<file path="src/rtl/piano_pkg.sv">
`default_nettype none
// ============================================================================
// Module : piano_pkg
// Brief  : Shared constants, types and the scale-1 half-period note table
//          used by the polyphonic voice scheduler.
// Rev    : 1.0  initial release
// ============================================================================
package piano_pkg;

  localparam int NUM_KEYS  = 13;
  localparam int SCALE_MIN = 1;
  localparam int SCALE_MAX = 5;

  typedef logic [3:0] key_idx_t;

  // Kind of event the service stage handles in a given cycle
  typedef enum logic [1:0] {
    EV_NONE    = 2'd0,
    EV_RELEASE = 2'd1,
    EV_PRESS   = 2'd2
  } ev_kind_t;

  // clk cycles per half tone period at 50 MHz for scale 1, C3 upward,
  // each step divided by 2^(1/12) and truncated
  localparam logic [17:0] NOTE_HP [0:12] = '{
    18'd191113, 18'd180386, 18'd170262, 18'd160706,
    18'd151686, 18'd143172, 18'd135137, 18'd127552,
    18'd120393, 18'd113636, 18'd107258, 18'd101238,
    18'd95556
  };

  // Table lookup that yields 0 for indices past the top key
  function automatic logic [17:0] note_hp(input key_idx_t k);
    if (k <= 4'd12) begin
      return NOTE_HP[k];
    end
    return '0;
  endfunction

  // Right-shift applied to the table: out-of-range scales clamp to 1..5
  function automatic logic [2:0] scale_shift(input logic [2:0] scale);
    if (scale < 3'(SCALE_MIN)) begin
      return 3'd0;
    end
    if (scale > 3'(SCALE_MAX)) begin
      return 3'(SCALE_MAX - 1);
    end
    return scale - 3'd1;
  endfunction

endpackage
`default_nettype wire

</file>
<file path="src/rtl/voice_scheduler_picker.sv">
`default_nettype none
// ============================================================================
// Module : voice_picker
// Brief  : Chooses the voice for a new note: lowest-index idle voice, or
//          when all voices are busy the oldest one (ties to lowest index).
// Rev    : 1.0  initial release
// ============================================================================
module voice_picker #(
  parameter int NUM_VOICES = 4,
  parameter int AGE_W      = 4,
  parameter int IDX_W      = 2
) (
  input  logic [NUM_VOICES-1:0]            active_i,
  input  logic [NUM_VOICES-1:0][AGE_W-1:0] age_i,
  output logic [IDX_W-1:0]                 idx_o,
  output logic                             steal_o
);

  logic             found_free;
  logic [AGE_W-1:0] best_age;

  // Idle voice search first; fall back to the oldest busy voice
  always_comb begin
    idx_o      = '0;
    steal_o    = 1'b0;
    found_free = 1'b0;
    best_age   = age_i[0];
    for (int v = 0; v < NUM_VOICES; v++) begin
      if (!active_i[v] && !found_free) begin
        idx_o      = IDX_W'(v);
        found_free = 1'b1;
      end
    end
    if (!found_free) begin
      steal_o = 1'b1;
      idx_o   = '0;
      for (int v = 1; v < NUM_VOICES; v++) begin
        if (age_i[v] > best_age) begin
          best_age = age_i[v];
          idx_o    = IDX_W'(v);
        end
      end
    end
  end

endmodule
`default_nettype wire

</file>
<file path="src/rtl/voice_scheduler.sv">
`default_nettype none
// ============================================================================
// Module : voice_scheduler
// Brief  : Polyphony controller. Detects key edges, queues them in pending
//          masks and services one event per cycle, assigning tone voices and
//          driving each voice's key index and half-period count.
// Rev    : 1.0  initial release
// ============================================================================
module voice_scheduler #(
  parameter int NUM_KEYS   = 13,
  parameter int NUM_VOICES = 4,
  parameter int AGE_W      = 4,
  parameter int HP_W       = 18
) (
  input  logic                                 clk,
  input  logic                                 reset_n,
  input  logic [NUM_KEYS-1:0]                  key_state,
  input  logic [2:0]                           scale,
  output logic [NUM_VOICES-1:0]                voice_active,
  output logic [NUM_VOICES-1:0][3:0]           voice_key,
  output logic [NUM_VOICES-1:0][HP_W-1:0]      voice_half_period,
  output logic                                 steal
);

  import piano_pkg::*;

  localparam int IDX_W = (NUM_VOICES > 1) ? $clog2(NUM_VOICES) : 1;

  logic [NUM_KEYS-1:0]                  key_q;
  logic [NUM_KEYS-1:0]                  press_pend_q, press_pend_d;
  logic [NUM_KEYS-1:0]                  release_pend_q, release_pend_d;
  logic [NUM_VOICES-1:0]                active_q, active_d;
  logic [NUM_VOICES-1:0][3:0]           vkey_q, vkey_d;
  logic [NUM_VOICES-1:0][AGE_W-1:0]     age_q, age_d;
  logic [NUM_VOICES-1:0][HP_W-1:0]      hp_q, hp_d;
  logic                                 steal_q, steal_d;

  ev_kind_t                             ev_kind;
  key_idx_t                             ev_key;
  logic [NUM_KEYS-1:0]                  press_clr, release_clr;
  logic [NUM_KEYS-1:0]                  press_det, release_det;
  logic [NUM_KEYS-1:0]                  press_keep, release_keep, cancel;
  logic [IDX_W-1:0]                     pick_idx;
  logic                                 pick_steal;

  voice_picker #(
    .NUM_VOICES (NUM_VOICES),
    .AGE_W      (AGE_W),
    .IDX_W      (IDX_W)
  ) u_picker (
    .active_i (active_q),
    .age_i    (age_q),
    .idx_o    (pick_idx),
    .steal_o  (pick_steal)
  );

  // Pick the event to service: any release beats any press, lowest key first
  always_comb begin
    ev_kind = EV_NONE;
    ev_key  = '0;
    if (|release_pend_q) begin
      ev_kind = EV_RELEASE;
      for (int k = NUM_KEYS - 1; k >= 0; k--) begin
        if (release_pend_q[k]) ev_key = key_idx_t'(k);
      end
    end else if (|press_pend_q) begin
      ev_kind = EV_PRESS;
      for (int k = NUM_KEYS - 1; k >= 0; k--) begin
        if (press_pend_q[k]) ev_key = key_idx_t'(k);
      end
    end
  end

  // Apply the selected event to the voice table and compute new outputs
  always_comb begin
    active_d    = active_q;
    vkey_d      = vkey_q;
    age_d       = age_q;
    steal_d     = 1'b0;
    press_clr   = '0;
    release_clr = '0;
    case (ev_kind)
      EV_RELEASE: begin
        release_clr[ev_key] = 1'b1;
        // A stolen key matches no voice, so the release simply disappears
        for (int v = 0; v < NUM_VOICES; v++) begin
          if (active_q[v] && (vkey_q[v] == ev_key)) begin
            active_d[v] = 1'b0;
            vkey_d[v]   = '0;
            age_d[v]    = '0;
          end
        end
      end
      EV_PRESS: begin
        press_clr[ev_key] = 1'b1;
        steal_d           = pick_steal;
        for (int v = 0; v < NUM_VOICES; v++) begin
          if (IDX_W'(v) == pick_idx) begin
            active_d[v] = 1'b1;
            vkey_d[v]   = ev_key;
            age_d[v]    = '0;
          end else if (active_q[v] && (age_q[v] != {AGE_W{1'b1}})) begin
            age_d[v] = age_q[v] + 1'b1;
          end
        end
      end
      default: begin
      end
    endcase

    // Half period follows the next voice state and the live scale input,
    // so a scale change reloads every active voice on the next edge
    for (int v = 0; v < NUM_VOICES; v++) begin
      hp_d[v] = active_d[v] ? HP_W'(note_hp(vkey_d[v]) >> scale_shift(scale)) : '0;
    end
  end

  // Edge detection and pending-mask bookkeeping
  always_comb begin
    press_det    = key_state & ~key_q;
    release_det  = ~key_state & key_q;
    press_keep   = press_pend_q & ~press_clr;
    release_keep = release_pend_q & ~release_clr;
    // A key released before its press was serviced vanishes entirely
    cancel         = release_det & press_keep;
    press_pend_d   = (press_keep & ~cancel) | press_det;
    release_pend_d = (release_keep | release_det) & ~cancel;
  end

  // State and registered outputs
  always_ff @(posedge clk) begin
    if (!reset_n) begin
      key_q          <= '0;
      press_pend_q   <= '0;
      release_pend_q <= '0;
      active_q       <= '0;
      vkey_q         <= '0;
      age_q          <= '0;
      hp_q           <= '0;
      steal_q        <= 1'b0;
    end else begin
      key_q          <= key_state;
      press_pend_q   <= press_pend_d;
      release_pend_q <= release_pend_d;
      active_q       <= active_d;
      vkey_q         <= vkey_d;
      age_q          <= age_d;
      hp_q           <= hp_d;
      steal_q        <= steal_d;
    end
  end

  assign voice_active      = active_q;
  assign voice_key         = vkey_q;
  assign voice_half_period = hp_q;
  assign steal             = steal_q;

endmodule
`default_nettype wire

</file>
<file path="config.mk">
export PLATFORM = sky130hd
export DESIGN_NAME = voice_scheduler
export DESIGN_NICKNAME = d
export VERILOG_FILES = /design/src/rtl/piano_pkg.sv /design/src/rtl/voice_scheduler_picker.sv /design/src/rtl/voice_scheduler.sv
export SDC_FILE = /design/constraint.sdc
export NUM_CORES = 1
export LEC_CHECK = 0
export CORE_UTILIZATION = 58
export CTS_CLUSTER_SIZE = 14
export DETAILED_ROUTE_END_ITERATION = 8
export GPL_TIMING_DRIVEN = 0
export PLACE_DENSITY = 0.81
export REMOVE_ABC_BUFFERS = 1
export SLEW_MARGIN = 20
export SYNTH_ARGS = -nofsm -noshare
export SYNTH_HDL_FRONTEND = slang
export SYNTH_SLANG_ARGS = --single-unit
</file>
<file path="constraint.sdc">
create_clock -name clk -period 8.7 [get_ports clk]
set_clock_uncertainty 0.2 [all_clocks]
set_input_delay 2.175 -clock clk [delete_from_list [all_inputs] [get_ports clk]]
set_output_delay 2.175 -clock clk [all_outputs]
set_load 0.02 [all_outputs]
</file>
[Word level (Yosys, flattened, before mapping)]
Memory sizes are Yosys's and may differ from the RTL's.
Index checks and enable logic that the tools add are counted.
Operators by class
  shift operators: 4
  reduce and logical (&&, ||, !) cells: 30
  $lt $le $gt $ge: 15
  add/subtract/negate cells: 5
  divide/modulo/power cells: 0
  multiplexer cells: 108
  bitwise gates (word level): 18
  eq/ne operators: 21
  multipliers: 0
Operator list (number)
  $mux W18: 16
  $mux W4: 52
  $and A13 B13 Y13: 7
  $shr A18 B3 Y18: 4
  $not A13 Y13: 5
  $pmux W16 S2: 2
  $mux W13: 2
  $or A13 B13 Y13: 2
  $reduce_or A13 Y1: 2
  $mux W1: 23
  $ge A5 B5 Y1 const B: 4
  $not A4 Y5: 4
  $add A4 B1 Y4 const B: 4
  $eq A4 B4 Y1: 4
  $le A4 B4 Y1 const B: 4
  $ne A4 B4 Y1 const B: 4
  $mux W2: 7
  $gt A4 B4 Y1: 3
  $logic_and A1 B1 Y1: 12
  $mux W3: 4
  $ne A3 B3 Y1 const B: 4
  $reduce_and A3 Y1: 4
  $reduce_and A2 Y1: 5
  $ne A2 B2 Y1 const B: 4
  14 further kinds: 19
Word-level totals
  logic and storage cells: 222
  output and inout port bits: 93
  ROM bits: 1152
  flip-flop bits (word level): 148
  bits of input ports: 18
  memory bits (writable): 0
  memories kept: 4
  bits in latches: 0
Memories
  (name not given): words 16, width 18, rd ports 1, clocked after Yosys merged registers in 0, wr ports 0, RTL line piano_pkg.sv:35  | return NOTE_HP[k];
  (name not given): words 16, width 18, rd ports 1, clocked after Yosys merged registers in 0, wr ports 0, RTL line piano_pkg.sv:35
  (name not given): words 16, width 18, rd ports 1, clocked after Yosys merged registers in 0, wr ports 0, RTL line piano_pkg.sv:35
  (name not given): words 16, width 18, rd ports 1, clocked after Yosys merged registers in 0, wr ports 0, RTL line piano_pkg.sv:35

[Depth between registers and ports, before layout]
  depth after elaboration: 26
  mapped depth: 34
  depth with buffers taken out: 31

[Hierarchy]
From an unflattened synthesis, not the netlist that was laid out.
Unflattened totals
  cell total of the unflattened synthesis: 1488
  area, all modules: 11205.7 um^2
Modules (own cells, without submodules)
  voice_scheduler: instances 1, area an instance 10720.3 um^2, seq. area each 2962.8 um^2, cells each 1421
  voice_picker: instances 1, area an instance 485.5 um^2, seq. area each 0.0 um^2, cells each 67

[Worst setup path before layout]
Ideal clock, no wire load.
  path type: register -> register
  from: reg age_q[2] (netlist name)
  to: reg hp_q (netlist bit voice_half_period[61])
  arrival time: 5.995 ns
  path slack: 2.376 ns
  library setup time: 0.129 ns
  buffers on the path: 4
  stages on the path, launching flop included: 31
  required time: 8.371 ns
  cell sequence: dfxtp_1 > inv_1 > ha_1 > o21ai_0 > a21oi_1 > o21a_1 > clkbuf_1 > nor2_1 > a21oi_1 > ha_1 > nor2b_1 > o211a_1 > o21ai_0 > clkbuf_1 > o21ai_0 > ha_1 > nand2_1 > o21a_1 > o21ai_0 > nor3b_1 > buf_4 > mux2i_1 > nor2_1 > inv_1 > ha_1 > clkbuf_1 > and3_1 > o21bai_1 > mux4_2 > a21oi_2 > o22ai_1
RTL lines
  start, declared: RTL line voice_scheduler.sv:34  | logic [NUM_VOICES-1:0][AGE_W-1:0] age_q, age_d;
  start signal, assigned: RTL line voice_scheduler.sv:147  | age_q <= age_d;
  end signal, assigned: RTL line voice_scheduler.sv:148  | hp_q <= hp_d;
  end, declared: RTL line voice_scheduler.sv:35  | logic [NUM_VOICES-1:0][HP_W-1:0] hp_q, hp_d;

==> metrics.txt <==
status=finished with violations; violated checks=DRC; Slowest cell on crit path=nor3b_2; Worst-Skew Late Latency=430 ps; Reg clk slew, reported paths=70 ps; initial antenna violation count=0; syn avg cell area=~8 µm²; Tmin final=7980 ps; Iter 0 DRT Violations=1279; Worst R2R Setup Slack=720 ps; total track usage=about a third; overall power=between 0.002 and 0.0025 W; Rel. slew slack=24.6%; global-route wire length before repair=54.3 mm; CTS max path bufs=2; layout cell share with drive strength beyond 1=around 8%; Finished Cell Area=0.0126 mm²; Post-synth ARST share=0%; CP bufs+invs=2; critical path required time=8780 ps; post-synthesis mux area share=4.45%; Synth Warn #=0; final hold violation count=0; flops & latches, synth=148; Leak=between 4 and 5 nW; Final HPWL DP=24.1 mm; Die Area=roughly 0.019 mm²; startpoint types=flop; crit end category=flop; peak supply drop=153 µV; reg2reg path depth=26; CTS resizes=0; setup_tns=0 ps; dpl cell area=0.0120 mm²; CTS sink count=around 150; NumNets Final=1515; Max Cap Viol=0; area grow syn2layout=15.4%; CORE AREA=0.0182 mm²; DR WL/cell=20.0 µm; io pins=111; reg2reg end=voice_half_period[55]; Synth Area in Compound Gates=33.8%; diode count=0; main combinational cell family by area after synthesis=compound AO/OA/AOI/OAI gates; 1st-pass router iterations=8; DRT antenna net count=0; RSZ-0062 raised after global routing=no; crit path DAT=8060 ps; Setup Buffers After CTS=0; WHS Endpoint=release_pend_q[4]; reg2reg start=age_q[2]; worst slack, placed=533 ps; slowest stage delay, CP=740 ps; initial core utilization=about three fifths; Adder-Cell Fraction of Synth Area=6.18%; xor/xnor share of the synthesized area=2.02%; simple-gate share of the synthesized area=20.7%; Chip Height=139 µm; post-synthesis sequential area ratio=between 20% and 30%; EDFF count, synth=0; Cells after Synth=between 1000 and 1500; Slew @ Worst Pin=between 1000 and 1500 ps; CP Max Fanout=11; fin. max-slew vios=0; GRT overflow=0; final setup vio count=0; Mapped Area=0.0109 mm²; drt via density=6.83; port buffer count=110; Top delay family on crit path=compound AO/OA/AOI/OAI gates; Top FF cell, synth=dfxtp_1; max frequency=between 100 and 150 MHz; critical hold path startpoint=key_q[4]; Pwr Density=189 mW/mm²; vias in the first global route=roughly 11000; # DRC=10; Synth cell types=104; total vias in the final route=11566; Hold Path Stages=2; worst setup margin=715 ps; final wirelength=33.9 mm; pin count of the biggest net entering global routing=75; Tcrit/Tclk final=slightly above 90%; Crit Path Class=flop to flop; CTS Buf Count=17; HP Class=flop to flop; die width=139 µm; hold_buf cts=0; TritonCTS clock tree=built; row cnt=49; CTS H-Tree Depth=4; gpl congestion=0.991; CTS Root Cell=clkbuf_16
==> per-layer routing <==
layer | vias up | routed length (µm) | track usage (%)
li1 | 5428 | - | -
met1 | 5355 | 13800 | 44.5
met2 | 681 | 15900 | 57.8
met3 | 102 | 3170 | 5.77
met4 | 0 | 1110 | 13.2
met5 | - | 0 | 0
==> cell type report <==
class	instances	area, µm²
multi-input cells	1108	7360
fillers	1562	5630
flip-flops and latches	148	2960
repair buffers	113	1130
clock buffers	19	453
well taps	229	287
inverters	64	240
clock inverters	13	138
==> flip-flops by register name, indices dropped and copies added, names as in the netlist <==
name / cells
key_q: 13
voice_active: 4
age_q: 16
voice_half_period: 72
steal: 1
press_pend_q: 13
release_pend_q: 13
voice_key: 16
==> cells in the final DEF, fill, tap and decap left out, types with 17 or more instances in the layout <==
cell / count
clkbuf_16: 17
o22ai_1: 47
nand2_1: 110
clkdlybuf4s50_1: 109
o21ai_0: 86
a21oi_1: 102
nand3_1: 56
o211ai_1: 27
nand4_1: 18
dfxtp_1: 148
inv_1: 60
mux2i_1: 30
nor2_1: 140
ha_1: 45
a31oi_1: 23
nor3_1: 50
a211oi_1: 32
==> worst min-delay path: cells and delay by family, from the launching register on <==
kind,cells,cell delay (ps)
simple gates,1,90
compound gates,1,70
flops,1,310
==> synthesized netlist by cell type, types with 23 or more instances <==
master	count	area share (%)
nor3_1	50	2.3
clkbuf_1	56	1.9
nand3_1	56	2.6
inv_1	60	2.1
a211oi_1	34	2.3
a21oi_1	103	4.7
nor2_1	140	4.8
o22ai_1	47	2.7
mux2i_1	30	2.8
o21ai_0	87	4.0
o211ai_1	27	1.9
nand2_1	111	3.8
a31oi_1	23	1.3
dfxtp_1	148	27
ha_1	45	5.2
==> per-stage QoR <==
step                      hold slack [ps]  utilization (%)  instances
after global routing                  320             69.1       1694
after global placement                282             65.3       1659
after detailed placement              295             65.8       1662
after CTS                             307             69.1       1694
after floorplan                       268                -       1320
final                                 308             69.1       1694
==> logic make-up (layout without fill, tap and decap cells) <==
logic type                 count (synthesis)  count (layout)
adders and majority gates                 56              56
muxes                                     44              44
AOI/OAI and AO/OA                        525             525
and+or+nand+nor                          466             466
buffers and inverters                    146             209
xor gates and xnor gates                  17              17
DFF                                      148             148
==> where the power goes <==
part	leakage (nW)	internal, W	switching, W	total [W]
clock network	0.285	0.000419	0.000333	0.000752
logic	3.22	0.000302	0.000573	0.000875
registers	1.20	0.000714	0.0000364	0.000750
total	4.71	0.00143	0.000943	0.00238
==> worst max-delay path by stage <==
stage | startpoint | endpoint | slack (ps) | cells past startpoint
after global placement | scale[1] | voice_half_period[56] | -3020 | 9
after detailed placement | age_q[1] | voice_half_period[65] | 530 | 26
final | age_q[2] | voice_half_period[55] | 720 | 26
after floorplan | scale[0] | voice_half_period[56] | 680 | 8
after CTS | age_q[1] | voice_half_period[65] | 510 | 26
after global routing | age_q[1] | voice_half_period[63] | 60 | 26
Power figures use the tool's default switching activity.
